`src/rtl/vga_text_timing.sv`:
```
// vga_text_timing: VGA raster timing with a text-mode VRAM readout sequencer.
// Per cell it fetches the character byte, then the attribute byte.
// hSync/vSync/nVis are delayed by PIPE_DLY extra clocks so they line up
// with the downstream font/palette pipeline.
// Optional vertical scrolling is compiled in when VGA_TEXT_TIMING_SCROLL_EN is
// defined; otherwise scrollRow is ignored and the display starts at row 0.
module vga_text_timing #(
    parameter int H_VIS     = 640,
    parameter int H_FP      = 16,
    parameter int H_SYNC    = 96,
    parameter int H_BP      = 48,
    parameter int V_VIS     = 480,
    parameter int V_FP      = 10,
    parameter int V_SYNC    = 2,
    parameter int V_BP      = 33,
    parameter int CHAR_W    = 8,
    parameter int CHAR_H    = 16,
    parameter bit HSYNC_POL = 1'b0,
    parameter bit VSYNC_POL = 1'b0,
    parameter int PIPE_DLY  = 8,
    parameter int ADDR_W    = 13
) (
    input  logic                      clk,
    input  logic                      rst,
    input  logic [7:0]                scrollRow,
    output logic                      hSync,
    output logic                      vSync,
    output logic                      nVis,
    output logic                      active,
    output logic [ADDR_W-1:0]         readoutAddr,
    output logic [$clog2(CHAR_W)-1:0] readoutCount,
    output logic [$clog2(CHAR_H)-1:0] vCount,
    output logic                      frameStart
);

    localparam int HTOTAL = H_VIS + H_FP + H_SYNC + H_BP;
    localparam int VTOTAL = V_VIS + V_FP + V_SYNC + V_BP;
    localparam int COLS   = H_VIS / CHAR_W;
    localparam int HW     = $clog2(HTOTAL);
    localparam int VW     = $clog2(VTOTAL);
    localparam int PW     = $clog2(CHAR_W);
    localparam int LW     = $clog2(CHAR_H);
    localparam int CLW    = $clog2(HTOTAL / CHAR_W + 1);
    localparam int RW     = $clog2(VTOTAL / CHAR_H + 1);

    localparam logic [HW-1:0]     H_LAST     = HW'(HTOTAL - 1);
    localparam logic [HW-1:0]     H_VIS_C    = HW'(H_VIS);
    localparam logic [HW-1:0]     H_SS       = HW'(H_VIS + H_FP);
    localparam logic [HW-1:0]     H_SE       = HW'(H_VIS + H_FP + H_SYNC);
    localparam logic [VW-1:0]     V_LAST     = VW'(VTOTAL - 1);
    localparam logic [VW-1:0]     V_VIS_C    = VW'(V_VIS);
    localparam logic [VW-1:0]     V_SS       = VW'(V_VIS + V_FP);
    localparam logic [VW-1:0]     V_SE       = VW'(V_VIS + V_FP + V_SYNC);
    localparam logic [PW-1:0]     PH_LAST    = PW'(CHAR_W - 1);
    localparam logic [LW-1:0]     LN_LAST    = LW'(CHAR_H - 1);
    localparam logic [ADDR_W-1:0] ROW_STRIDE = ADDR_W'(COLS * 2);

    // Raster position and its decomposition into text cell coordinates
    logic [HW-1:0]  hcnt_q, hcnt_d;
    logic [VW-1:0]  vcnt_q, vcnt_d;
    logic [PW-1:0]  ph_q, ph_d;
    logic [CLW-1:0] col_q, col_d;
    logic [LW-1:0]  ln_q, ln_d;
    logic [RW-1:0]  row_q, row_d;

    // Registered readout outputs
    logic              active_q, active_d;
    logic [ADDR_W-1:0] addr_q, addr_d;
    logic [PW-1:0]     rcnt_q, rcnt_d;
    logic [LW-1:0]     vc_q, vc_d;
    logic              fs_q, fs_d;

    // Sync delay line, stored as {hsync active, vsync active, visible} so an
    // all-zero (reset) stage means "idle, not visible"
    logic [PIPE_DLY:0][2:0] dly_q, dly_d;

    logic       h_wrap, v_wrap, at_origin, vis, hs_raw, vs_raw;
    logic [8:0] row_idx;

`ifdef VGA_TEXT_TIMING_SCROLL_EN
    localparam int         ROWS   = V_VIS / CHAR_H;
    localparam logic [8:0] ROWS_9 = 9'(ROWS);
    logic [7:0] scroll_q, scroll_d;
`else
    logic unused_scroll;
    assign unused_scroll = ^scrollRow;
`endif

    // Next-state logic for counters, scroll latch, readout and sync stages
    always_comb begin
        h_wrap    = (hcnt_q == H_LAST);
        v_wrap    = (vcnt_q == V_LAST);
        at_origin = (hcnt_q == '0) && (vcnt_q == '0);
        vis       = (hcnt_q < H_VIS_C) && (vcnt_q < V_VIS_C);
        hs_raw    = (hcnt_q >= H_SS) && (hcnt_q < H_SE);
        vs_raw    = (vcnt_q >= V_SS) && (vcnt_q < V_SE);

        hcnt_d = h_wrap ? '0 : hcnt_q + HW'(1);
        vcnt_d = vcnt_q;
        ph_d   = (ph_q == PH_LAST) ? '0 : ph_q + PW'(1);
        col_d  = (ph_q == PH_LAST) ? col_q + CLW'(1) : col_q;
        ln_d   = ln_q;
        row_d  = row_q;
        if (h_wrap) begin
            ph_d  = '0;
            col_d = '0;
            if (v_wrap) begin
                vcnt_d = '0;
                ln_d   = '0;
                row_d  = '0;
            end else begin
                vcnt_d = vcnt_q + VW'(1);
                if (ln_q == LN_LAST) begin
                    ln_d  = '0;
                    row_d = row_q + RW'(1);
                end else begin
                    ln_d = ln_q + LW'(1);
                end
            end
        end

`ifdef VGA_TEXT_TIMING_SCROLL_EN
        // The new scroll value is used by the very cycle that latches it so
        // row 0 of the frame already reflects it.
        scroll_d = scroll_q;
        if (at_origin) begin
            scroll_d = ({1'b0, scrollRow} < ROWS_9) ? scrollRow : 8'd0;
        end
        row_idx = 9'(row_q) + {1'b0, scroll_d};
        if (row_idx >= ROWS_9) begin
            row_idx = row_idx - ROWS_9;
        end
`else
        row_idx = 9'(row_q);
`endif

        active_d = vis;
        rcnt_d   = ph_q;
        vc_d     = ln_q;
        fs_d     = at_origin;
        addr_d   = addr_q;
        if (vis) begin
            addr_d = ADDR_W'(row_idx) * ROW_STRIDE
                   + ADDR_W'({col_q, 1'b0})
                   + ADDR_W'(ph_q != '0);
        end

        dly_d    = dly_q;
        dly_d[0] = {hs_raw, vs_raw, vis};
        for (int i = 1; i <= PIPE_DLY; i++) begin
            dly_d[i] = dly_q[i-1];
        end
    end

    // State update with synchronous reset
    always_ff @(posedge clk) begin
        if (rst) begin
            hcnt_q   <= '0;
            vcnt_q   <= '0;
            ph_q     <= '0;
            col_q    <= '0;
            ln_q     <= '0;
            row_q    <= '0;
            active_q <= 1'b0;
            addr_q   <= '0;
            rcnt_q   <= '0;
            vc_q     <= '0;
            fs_q     <= 1'b0;
            dly_q    <= '0;
`ifdef VGA_TEXT_TIMING_SCROLL_EN
            scroll_q <= '0;
`endif
        end else begin
            hcnt_q   <= hcnt_d;
            vcnt_q   <= vcnt_d;
            ph_q     <= ph_d;
            col_q    <= col_d;
            ln_q     <= ln_d;
            row_q    <= row_d;
            active_q <= active_d;
            addr_q   <= addr_d;
            rcnt_q   <= rcnt_d;
            vc_q     <= vc_d;
            fs_q     <= fs_d;
            dly_q    <= dly_d;
`ifdef VGA_TEXT_TIMING_SCROLL_EN
            scroll_q <= scroll_d;
`endif
        end
    end

    assign hSync        = dly_q[PIPE_DLY][2] ? HSYNC_POL : ~HSYNC_POL;
    assign vSync        = dly_q[PIPE_DLY][1] ? VSYNC_POL : ~VSYNC_POL;
    assign nVis         = ~dly_q[PIPE_DLY][0];
    assign active       = active_q;
    assign readoutAddr  = addr_q;
    assign readoutCount = rcnt_q;
    assign vCount       = vc_q;
    assign frameStart   = fs_q;

endmodule

```
`config.mk`:
```
export PLATFORM = sky130hd
export DESIGN_NAME = vga_text_timing
export DESIGN_NICKNAME = d
export VERILOG_FILES = /design/src/rtl/vga_text_timing.sv
export SDC_FILE = /design/constraint.sdc
export NUM_CORES = 1
export LEC_CHECK = 0
export CAP_MARGIN = 20
export CORE_MARGIN = 2
export CORE_UTILIZATION = 40
export DETAILED_ROUTE_END_ITERATION = 6
export SYNTH_ARGS = -nofsm -noshare
export SYNTH_HDL_FRONTEND = slang
export SYNTH_SLANG_ARGS = --single-unit
```
`constraint.sdc`:
```
create_clock -name clk -period 4.8 [get_ports clk]
set_input_delay 0.96 -clock clk [delete_from_list [all_inputs] [get_ports clk]]
set_output_delay 0.96 -clock clk [all_outputs]
set_load 0.02 [all_outputs]
```
==> results of run 1 <==
==> per-stage QoR <==
step | hold WS (ns) | area, µm² | power (mW)
after global placement | 0.4176 | 3941 | 0.8021
final | 0.4374 | 4174 | 1.370
after floorplan | 0.4138 | 3607 | 0.7887
after global routing | 0.4591 | 4174 | 1.429
after CTS | 0.4412 | 4174 | 1.393
after detailed placement | 0.4242 | 3941 | 0.8024
==> cell type report <==
cell class              count  area, µm²
fillers                   820       4547
flip-flops and latches     88       1762
well taps                 108      135.1
inverters                  13      48.80
clock inverters             6      95.09
repair buffers             27      262.8
clock buffers              10      137.6
multi-input cells         257       1733
==> synthesized netlist by cell type, types with 2 or more instances <==
library cell | number | area, µm²
a21o_1 | 3 | 22.52
nor3_1 | 11 | 55.05
nand4_1 | 7 | 43.79
a211oi_1 | 4 | 30.03
xnor2_1 | 15 | 131.4
a21oi_1 | 14 | 70.07
nor2_1 | 51 | 191.4
dfxtp_1 | 88 | 1762
or3_4 | 2 | 22.52
nor3b_1 | 2 | 15.01
fa_1 | 2 | 40.04
nor4_1 | 5 | 31.28
mux2i_1 | 10 | 100.1
nand2_1 | 13 | 48.80
nor2b_1 | 29 | 181.4
ha_1 | 21 | 262.8
nand3_1 | 16 | 80.08
buf_2 | 3 | 15.01
clkbuf_1 | 9 | 33.78
inv_1 | 13 | 48.80
a311oi_1 | 2 | 17.52
xor2_1 | 15 | 131.4
nand2b_1 | 2 | 12.51
and3_1 | 8 | 50.05
or3_1 | 3 | 18.77
o21ai_0 | 6 | 30.03
==> logic make-up (layout without fill, tap and decap cells) <==
logic type	count (synthesis)	after routing
AND/OR/NAND/NOR	161	161
buffers and inverters	27	56
AO/OA/AOI/OAI	33	33
multiplexers	10	10
adder cells (fa/ha/maj)	23	23
flip-flops	88	88
XOR/XNOR	30	30
==> state kept, by name, indices dropped and copies added, names as in the netlist, 4 cells and up <==
signal	cells
col_q	7
dly_d	24
hcnt_q	10
ln_q	4
readoutAddr	13
row_q	6
vCount	4
vcnt_q	10
==> path summary, 6_finish.rpt <==
check                start              end  cells after the start
setup / recovery  row_q[1]  readoutAddr[12]                      8
hold / removal    dly_d[5]         dly_d[8]                      1
setup reg to reg  row_q[1]  readoutAddr[12]                      8
hold reg to reg   dly_d[5]         dly_d[8]                      1
==> power by group <==
group          switching (mW)  internal (mW)  leakage (nW)  total (mW)
clock network           0.271          0.315         0.118       0.586
logic                  0.0253         0.0155         0.861      0.0408
registers             0.00523          0.739         0.712       0.744
total                   0.301           1.07          1.69        1.37
==> routing by layer <==
layer	track usage	vias to the layer above	share of wire
met5	0	-	0
met4	0.04742	0	0.012
met3	0.05319	7	0.046
met2	0.2147	34	0.43
met1	0.1757	1151	0.51
li1	-	1303	-
==> summary by stage, run 1 <==
Status
The run finished with clean final reports.

CTS
The clock input transition at the sequential cells of the worst setup and hold paths is 0.08 ns. The number of buffers added for setup after CTS is 0. The number of buffers on the longest clock path is 2.

The H-tree was split into 3 levels. The tree built by TritonCTS fans out to 88 sinks. The number of hold buffers added after CTS is 0. In this run the clock root is driven by a clkbuf_8.

The number of gates resized after CTS was 0. For the worst-skew pair, the clock arrives at the later sink with an insertion delay of 0.36 ns. TritonCTS built the clock tree. The number of clock buffers inserted by TritonCTS is 9.

Worst setup path
Along the worst path, the maximum fanout reaches 6. Data arrives at the worst endpoint at approximately 2.8 ns. Grouping stages by cell kind, the critical path spends the most delay in adder cells. The type of element capturing the critical path is a register. In this design, the stage delay of the slowest critical-path cell is 0.57 ns.

Together, buffers and inverters on the worst path number 0. The required arrival time at the worst endpoint is ~5.1 ns. STA classifies the critical path startpoint as a register.

The cell type with the highest occurrence count on the critical path is ha_1. The worst setup path is of the reg2reg kind. Walking the worst path, the cells encountered are ha_1 -> ha_1 -> fa_1 -> and3_1 -> a32oi_1 -> nor4_1 -> xnor2_1 -> a211oi_1. The worst reg-to-reg setup slack is 2.26 ns. The highest-delay cell along the critical path is fa_1.

Die
From bottom edge to top edge, the die measures 98.97 µm. The number of placed I/O pins is 35. The region available for standard cell placement spans between 8000 and 9000 µm². In this run the core area contains 34 standard-cell rows. The floorplan step defined a die boundary enclosing 9794 µm².

The effective utilization at floorplan is 0.4136. The horizontal extent of the die is 98.97 µm.

Route
After the first detailed-routing iteration, the DRC count stood at 66. Dividing the detail-routed via count by the number of cells gives 4.902. The routed layout has about 2.5k vias.

The total wire length is ~6000 µm. Dividing the detail-routed wire length by the instance count gives 12.01 µm. In the routed design, unresolved DRC markers number 0. The number of nets with antenna violations after routing is 0. The first-pass iteration count of the detailed router is 4.

STA
The final max-slew violation count was 0. The number of failing hold endpoints at the final stage came to 0. Derived from the worst setup path, the maximum achievable clock frequency is between 0.3 and 0.4 GHz. For the finished layout, the period the worst path requires is 2.543 ns. Setup repair after global routing left no endpoint under its margin. The share of the cycle needed by the critical path after routing is 0.5299.

The largest clock skew in the final design is 0.009855 ns. The worst path meets setup with 2.257 ns of slack. After routing, the total negative slack on setup checks comes to 0 ns. Setup violations remaining at the end of the flow were counted as 0. For the pin with the worst max-slew slack, the measured transition is 0.9338 ns.

In this run the tightest slew margin relative to its limit is 0.3768.

Final layout
The finished layout holds ~510 standard cells, fillers aside. The fraction of final layout cells sized beyond drive strength 1 is 0.07232. The library cell used most frequently in the layout, excluding fill and tap cells, is dfxtp_1. The area growth from synthesis to layout is 15.71%.

The number of antenna diodes in the final layout is 0. The final cell utilization of the core is 0.4786. In the final design database the tool counted 429 nets.

In the layout the commonest cells are dfxtp_1, nor2_1, nor2b_1.

Synth
The post-synthesis area per instance is 9.697 µm². Of the total synthesized cell area, the portion taken by XOR and XNOR cells is 0.07284. The number of nets in the synthesized netlist is 405.

Measured against the total synthesized area, the mux share comes to 0.02775. The number of warnings reported in the yosys synthesis log is 0. The share of the yosys chip area belonging to registers is 0.4884. Among all flip-flop cells after synthesis, the most frequent one is dfxtp_1. The post-synthesis cell count is about 370.

The area fraction in compound gates after synthesis is 0.06001. The synthesized-area fraction occupied by and/or/nand/nor cells is 0.2359. The netlist uses 44 different library cells. The adder-cell share of the synthesized area is 0.08394. Counting flops with a built-in enable in the synthesized netlist gives 0.

After synthesis, the largest family of logic cells by area is simple AND/OR/NAND/NOR gates. The total of flip-flops plus latches after synthesis is 88. The fraction of registers with async set or reset after synthesis is 0. The cell area after synthesis is 3607 µm².

GRT
The number of global-route vias before repair is ~2.4k. After global routing the overflow that remains totals 0. The first global-routing pass estimated 10,900 µm of wire.

The number of antenna violations at the first check in global routing is 0. The pin count of the biggest net entering global routing is 35. The overall global routing resource usage is 0.1380.

Placement
The quantity of I/O buffers inserted on ports is 26. The HPWL after detailed placement is roughly 4000 µm. The congestion estimate from routability-driven global placement came to just over 0.8.

The number of cells in the design after placement is between 400 and 500. Before CTS, the worst setup slack after placement is 2.239 ns.

Power
The static power due to leakage is 1.691 nW. For this design the ratio of total power to cell area is 328.3 nW/µm². The maximum ir drop on the vdd rail is 0.1749 mV.

Worst hold path
The type of the most critical hold path is reg2reg.

Job
Max-cap violations in this run came to 0.
No activity file was read; power rests on OpenSTA's default activity.
==> run 2: changes to the inputs <==
==> constraint.sdc (replaced) <==
create_clock -name clk -period 2.6 [get_ports clk]
set_input_delay 0.52 -clock clk [delete_from_list [all_inputs] [get_ports clk]]
set_output_delay 0.52 -clock clk [all_outputs]
set_load 0.02 [all_outputs]
==> run 2 against run 1 <==
Die area unchanged. Via count increased by 1.8%. Worst hold slack improved by 0.0038 ns. Non-clock buffer count increased by 7. Combinational power up 96%. Cell count rose by 1.4%. Setup slack got worse by 2.0 ns. Critical endpoint unchanged.
==> summary by stage, run 2 (same netlist as run 1, synthesis figures left out) <==
Final layout
The layout overhead on the synthesized area is 17.27% (was 15.71%). The final cell utilization of the core was 0.4851 (was 0.4786). The fraction of final layout cells sized beyond drive strength 1 is 0.08824 (was 0.07232). The post-layout net count was 436 (was 429). The flip-flop count of the largest register after layout came to 24 (unchanged). The register cell area after layout is 1762 µm² (unchanged). The layout filler cell count is 838 (was 820). The summed area of non-filler cells in the final layout is 4230 µm² (was 4174 µm²). The area of combinational cells with multiple inputs was 1733 µm² (unchanged). The commonest non-fill, non-tap cell in the layout is dfxtp_1 (unchanged). Commonest non-fill, non-tap cells in the layout: dfxtp_1, nor2_1, nor2b_1 (unchanged). The final antenna diode count is 0 (unchanged).

CTS
The CTS tree is yes (unchanged). The clock sink count came to 88 (unchanged). The clock input transition at the sequential cells of the worst setup and hold paths is 0.08 ns (about the same). The clock root buffer master is clkbuf_8 (unchanged). The clock network latency to the later pin of the worst-skew pair is 0.35 ns (was 0.36 ns). The number of buffers on the longest clock path is 2 (unchanged). The number of clock buffers inserted by TritonCTS was 9 (unchanged). The number of hold buffers added after CTS is 0 (unchanged). The number of buffers added for setup after CTS came to 0 (unchanged).

The number of instances resized during post-cts repair is 0 (unchanged). The depth of the CTS H-tree is 3 (unchanged).

GRT
The pin count of the biggest net entering global routing was 36 (was 35). The number of global-route vias before repair is 2,460 (was 2,394). The wire length of the first global-routing pass is 11,200 µm (was 10,900 µm). The overall global routing resource usage is 0.1378 (was 0.1380).

The number of antenna violations at the first check in global routing was 0 (unchanged). The residual overflow from global routing is 0 (unchanged).

STA
The largest clock skew in the final design is 0.01021 ns (was 0.009855 ns). The maximum clock frequency is 0.4243 GHz (was 0.3932 GHz). The final max-slew violation count was 0 (unchanged). The number of failing hold endpoints at the final stage is 0 (unchanged). The final worst setup slack came to 0.2431 ns (was 2.257 ns). The sum of negative setup slack is 0 ns (unchanged). The total setup violations reported at the end of the flow is 0 (unchanged). The final critical-path required period came to 2.357 ns (was 2.543 ns). The headroom to the max-slew limit is 0.7110 (was 0.3768). Setup repair after global routing missed its margin: no (unchanged). The share of the cycle needed by the critical path after routing came to 0.9065 (was 0.5299).

The slew at the pin closest to its max-slew limit was 0.4335 ns (was 0.9338 ns).

Placement
The worst setup timing slack at the placement stage came to 0.3052 ns (was 2.239 ns). The post-place instance area came to 4006 µm² (was 3941 µm²). The routability congestion estimate from global placement is 0.7853 (was 0.8232).

The post-DP HPWL is 4325 µm (was 4119 µm). The quantity of I/O buffers inserted on ports is 26 (unchanged).

Die
The die height is 98.97 µm (unchanged). The number of placed I/O pins was 35 (unchanged). The horizontal extent of the die is 98.97 µm (unchanged). The floorplan core area is 8721 µm² (unchanged). The floorplan row count is 34 (unchanged). The effective utilization at floorplan came to 0.4136 (unchanged).

The die outline area was 9794 µm² (unchanged).

Route
The initial detailed-routing violation count is 92 (was 66). The total DRC errors in the routed layout is 0 (unchanged). The average detailed-routed wire length per instance is 12.06 µm (was 12.01 µm). The number of vias after detailed routing is 2,539 (was 2,495).

The first-pass iteration count of the detailed router is 4 (unchanged). The total wire length was 6225 µm (was 6114 µm). The number of nets with antenna violations after routing is 0 (unchanged). The via count normalized by instance count was 4.921 (was 4.902).

Worst hold path
The worst hold endpoint is dly_d[16] (was dly_d[8]). The cell depth of the worst hold path is 1 (unchanged). The type of the most critical hold path was reg2reg (unchanged). The critical hold path startpoint is dly_d[13] (was dly_d[5]).

Worst setup path
The worst flop-to-flop path endpoint is readoutAddr[12] (unchanged). The worst path arrival time is 2.62 ns (was 2.81 ns). The reg-to-reg startpoint is row_q[1] (unchanged). The critical path start-end classification is reg2reg (unchanged). The maximum fanout count along the critical path is 4 (was 6).

The cell count of the worst reg-to-reg path is 8 (unchanged). The category of the worst setup path launch point was a register (unchanged). The worst reg-to-reg setup slack was 0.24 ns (was 2.26 ns). The type of element capturing the critical path was a register (unchanged).

The required arrival time at the worst endpoint was 2.86 ns (was 5.07 ns).

Power
The power density normalized to cell area is 590.4 nW/µm² (was 328.3 nW/µm²). The maximum ir drop on the vdd rail was 0.3440 mV (was 0.1749 mV). The static power due to leakage is 1.728 nW (was 1.691 nW).

Status
Outcome: finished clean (unchanged).

Job
The number of max-cap violations was 0 (unchanged).
-- run 2: changes by cell type in the layout (fill, tap and decap cells not counted) --
cell and delta:
clkbuf_8 -1, clkinv_2 +1, buf_12 +1, buf_4 +6
-- run 2: worst max-delay path by stage --
stage,start,endpoint,slack (ns)
floorplan,row_q[1],readoutAddr[12],0.35
global placement,row_q[1],readoutAddr[12],0.28
detailed placement,row_q[1],readoutAddr[12],0.31
CTS,row_q[1],readoutAddr[12],0.26
global route,row_q[1],readoutAddr[12],0.02
finish,row_q[1],readoutAddr[12],0.24
-- run 2: critical path, cell delays in order (launching register included) --
cell,delay [ns]
dfxtp_1,0.32
ha_1,0.28
ha_1,0.23
fa_1,0.58
and3_1,0.17
a32oi_1,0.08
nor4_1,0.27
xnor2_1,0.12
a211oi_1,0.23
-- run 2: layout make-up --
| type | count | share of cell area |
|---|---|---|
| inverter | 13 | 0.01154 |
| clock inverter | 7 | 0.02366 |
| clock buffer | 9 | 0.02928 |
| sequential | 88 | 0.4164 |
| multi-input combinational | 257 | 0.4096 |
| timing repair buffer | 34 | 0.07749 |
| tap | 108 | 0.03194 |
-- run 2: where the power goes --
part	leakage, nW	internal (mW)	switching, mW
sequential	0.712	1.36	0.00947
combinational	0.901	0.0325	0.0474
clock	0.115	0.553	0.491
total	1.73	1.95	0.548
-- run 2: through the flow --
| stage | std cells | hold slack, ns | total power, mW |
|---|---|---|---|
| finish | 516 | 0.4412 | 2.498 |
| detailed placement | 500 | 0.4204 | 1.486 |
| CTS | 516 | 0.4428 | 2.544 |
| global placement | 500 | 0.4153 | 1.486 |
| floorplan | 372 | 0.4138 | 1.456 |
| global route | 516 | 0.4592 | 2.610 |
-- run 2: layer usage --
metal  share of wire  global-route usage  wire length [µm]
met5               0                   0                 0
met4           0.012             0.03793                73
met3           0.034             0.03759               212
met2            0.44              0.2219              2741
met1            0.51              0.1825              3198
==> run 3: changes to the inputs <==
--- a/config.mk
+++ b/config.mk
@@ -9,6 +9,7 @@
 export CORE_MARGIN = 2
 export CORE_UTILIZATION = 40
 export DETAILED_ROUTE_END_ITERATION = 6
+export GPL_TIMING_DRIVEN = 0
 export SYNTH_ARGS = -nofsm -noshare
 export SYNTH_HDL_FRONTEND = slang
 export SYNTH_SLANG_ARGS = --single-unit
==> run 3 against run 2 <==
Setup slack got worse by 0.0066 ns. Worst hold slack got worse by 0.0030 ns. Maximum frequency decreased by 0.28%. Critical endpoint unchanged.
==> summary by stage, run 3 (same netlist as run 1, synthesis figures left out) <==
Status
Outcome: finished clean (unchanged).

Route
The number of nets with antenna violations after routing was 0 (unchanged). The initial detailed-routing violation count was 44 (was 92). The number of vias after detailed routing is 2,594 (was 2,539). The first-pass iteration count of the detailed router was 4 (unchanged). The via count normalized by instance count is 4.979 (was 4.921). The total wire length is 6839 µm (was 6225 µm). The total DRC errors in the routed layout came to 0 (unchanged). The average detailed-routed wire length per instance is 13.13 µm (was 12.06 µm).

Worst setup path
The maximum fanout count along the critical path is 6 (was 4). The reg-to-reg startpoint is row_q[1] (unchanged). The critical path's largest stage delay is 0.59 ns (was 0.58 ns).

The cell family contributing the most delay on the critical path is adder cells (unchanged). The type of element capturing the critical path is a register (unchanged). The cell type with the highest occurrence count on the critical path was ha_1 (unchanged).

The category of the worst setup path launch point is a register (unchanged). The cell count of the worst reg-to-reg path came to 8 (unchanged). The capturing instance or port of the critical path is readoutAddr[12] (unchanged).

The critical path start-end classification is reg2reg (unchanged). The instance count on the critical path is 8 (unchanged). The worst reg-to-reg setup slack is 0.24 ns (about the same). The total buffers and inverters traversed by the critical path is 0 (unchanged). The highest-delay cell along the critical path is fa_1 (unchanged).

Worst-path cell chain: ha_1 -> ha_1 -> fa_1 -> and3_1 -> a32oi_2 -> nor4_2 -> xnor2_1 -> a211oi_1 (was ha_1 -> ha_1 -> fa_1 -> and3_1 -> a32oi_1 -> nor4_1 -> xnor2_1 -> a211oi_1). The worst flop-to-flop path endpoint is readoutAddr[12] (unchanged). The worst path arrival time is 2.63 ns (was 2.62 ns). The required arrival time at the worst endpoint is 2.87 ns (was 2.86 ns). The launching element of the worst setup path was row_q[1] (unchanged).

CTS
The number of buffers added for setup after CTS came to 0 (unchanged). The clock sink count is 88 (unchanged). The depth of the CTS H-tree is 3 (unchanged). The clock network latency to the later pin of the worst-skew pair is 0.35 ns (about the same). The number of clock buffers inserted by TritonCTS is 9 (unchanged). The clock root buffer master was clkbuf_8 (unchanged). The CTS tree is yes (unchanged). The clock input transition at the sequential cells of the worst setup and hold paths is 0.08 ns (about the same). The number of hold buffers added after CTS is 0 (unchanged). The number of instances resized during post-cts repair is 0 (unchanged). The number of buffers on the longest clock path is 2 (unchanged).

STA
The share of the cycle needed by the critical path after routing is 0.9091 (was 0.9065). Setup repair after global routing missed its margin: no (unchanged). The largest clock skew in the final design is 0.009611 ns (was 0.01021 ns). The final-layout worst hold slack is 0.4382 ns (was 0.4412 ns). The headroom to the max-slew limit is 0.5318 (was 0.7110). The sum of negative setup slack is 0 ns (unchanged). The final critical-path required period is 2.364 ns (was 2.357 ns).

The number of failing hold endpoints at the final stage is 0 (unchanged). The total setup violations reported at the end of the flow is 0 (unchanged). The slew at the pin closest to its max-slew limit is 0.6958 ns (was 0.4335 ns).

The maximum clock frequency is 0.4231 GHz (was 0.4243 GHz). The final max-slew violation count is 0 (unchanged).

Final layout
The post-layout net count came to 441 (was 436). The final cell utilization of the core is 0.4859 (was 0.4851). The commonest non-fill, non-tap cell in the layout was dfxtp_1 (unchanged). The fraction of final layout cells sized beyond drive strength 1 was 0.08475 (was 0.08824). The summed area of non-filler cells in the final layout is 4238 µm² (was 4230 µm²). The flip-flop count of the largest register after layout was 24 (unchanged). The final antenna diode count was 0 (unchanged). The layout overhead on the synthesized area is 17.48% (was 17.27%). Commonest non-fill, non-tap cells in the layout: dfxtp_1, nor2_1, nor2b_1 (unchanged).

GRT
The wire length of the first global-routing pass is 12,080 µm (was 11,200 µm). The met3 usage is 0.04681 (was 0.03759). The pin count of the biggest net entering global routing is 16 (was 36).

The overall global routing resource usage came to 0.1539 (was 0.1378). The global routing met1 resource utilization is 0.1994 (was 0.1825). The met2 capacity usage during global routing came to 0.2448 (was 0.2219). The residual overflow from global routing is 0 (unchanged). The number of antenna violations at the first check in global routing came to 0 (unchanged).

The number of global-route vias before repair came to 2,624 (was 2,460). The highest-utilization routing layer at the global route stage is met2 (unchanged).

Power
The power density normalized to cell area was 591.6 nW/µm² (was 590.4 nW/µm²). The static power due to leakage is 1.728 nW (about the same). The maximum ir drop on the vdd rail is 0.3014 mV (was 0.3440 mV).

Die
The number of placed I/O pins is 35 (unchanged). The die outline area is 9794 µm² (unchanged). The floorplan row count is 34 (unchanged).

The floorplan core area is 8721 µm² (unchanged). The die height is 98.97 µm (unchanged). The horizontal extent of the die is 98.97 µm (unchanged). The effective utilization at floorplan is 0.4136 (unchanged).

Job
The number of max-cap violations came to 0 (unchanged).

Worst hold path
The cell depth of the worst hold path is 1 (unchanged). The type of the most critical hold path is reg2reg (unchanged).

Placement
The quantity of I/O buffers inserted on ports is 25 (was 26). The post-place instance area was 3993 µm² (was 4006 µm²). The post-DP HPWL was 4834 µm (was 4325 µm). The routability congestion estimate from global placement is 0.8863 (was 0.7853).
## run 3: worst min path at each step
stage,startpoint,to,slack (ns)
6_report,dly_d[16],dly_d[19],0.44
5_1_grt,dly_d[14],dly_d[17],0.46
4_1_cts,dly_d[12],dly_d[15],0.44
3_5_place_dp,dly_d[12],dly_d[15],0.42
3_3_place_gp,dly_d[19],dly_d[22],0.42
2_1_floorplan,dly_d[7],dly_d[10],0.41
## run 3: final cells by class
| class | instances | area [µm²] |
|---|---|---|
| Buffer | 14 | 63.81 |
| Clock buffer | 10 | 137.6 |
| Clock inverter | 6 | 91.34 |
| Fill cell | 869 | 4483 |
| Inverter | 13 | 48.80 |
| Multi-Input combinational cell | 257 | 1747 |
| Sequential cell | 88 | 1764 |
| Tap cell | 108 | 135.1 |
| Timing Repair Buffer | 25 | 250.2 |
## run 3: where the power goes
part	switching, mW	internal [mW]
registers	0.00982	1.36
logic	0.0516	0.0313
clock network	0.479	0.572
## run 3: routing by layer
layer  vias to the layer above  wire, µm
met4                         0       125
met1                      1212      3356
li1                       1328         -
met5                         -         0
met3                        12       282
met2                        42      3074
## run 3: worst register-to-register path: stages, from the launching register on
cell      delay, ns
dfxtp_2        0.37
ha_1           0.30
ha_1           0.23
fa_1           0.59
and3_1         0.19
a32oi_2        0.08
nor4_2         0.19
xnor2_1        0.11
a211oi_1       0.22
## run 3: stage by stage
stage          power (mW)  setup WS, ns  instances
2_1_floorplan       1.456        0.3491        372
3_3_place_gp        1.488        0.1307        505
3_5_place_dp        1.489        0.1299        505
4_1_cts             2.548       0.08335        521
5_1_grt             2.604       0.05709        521
6_report            2.507        0.2364        521
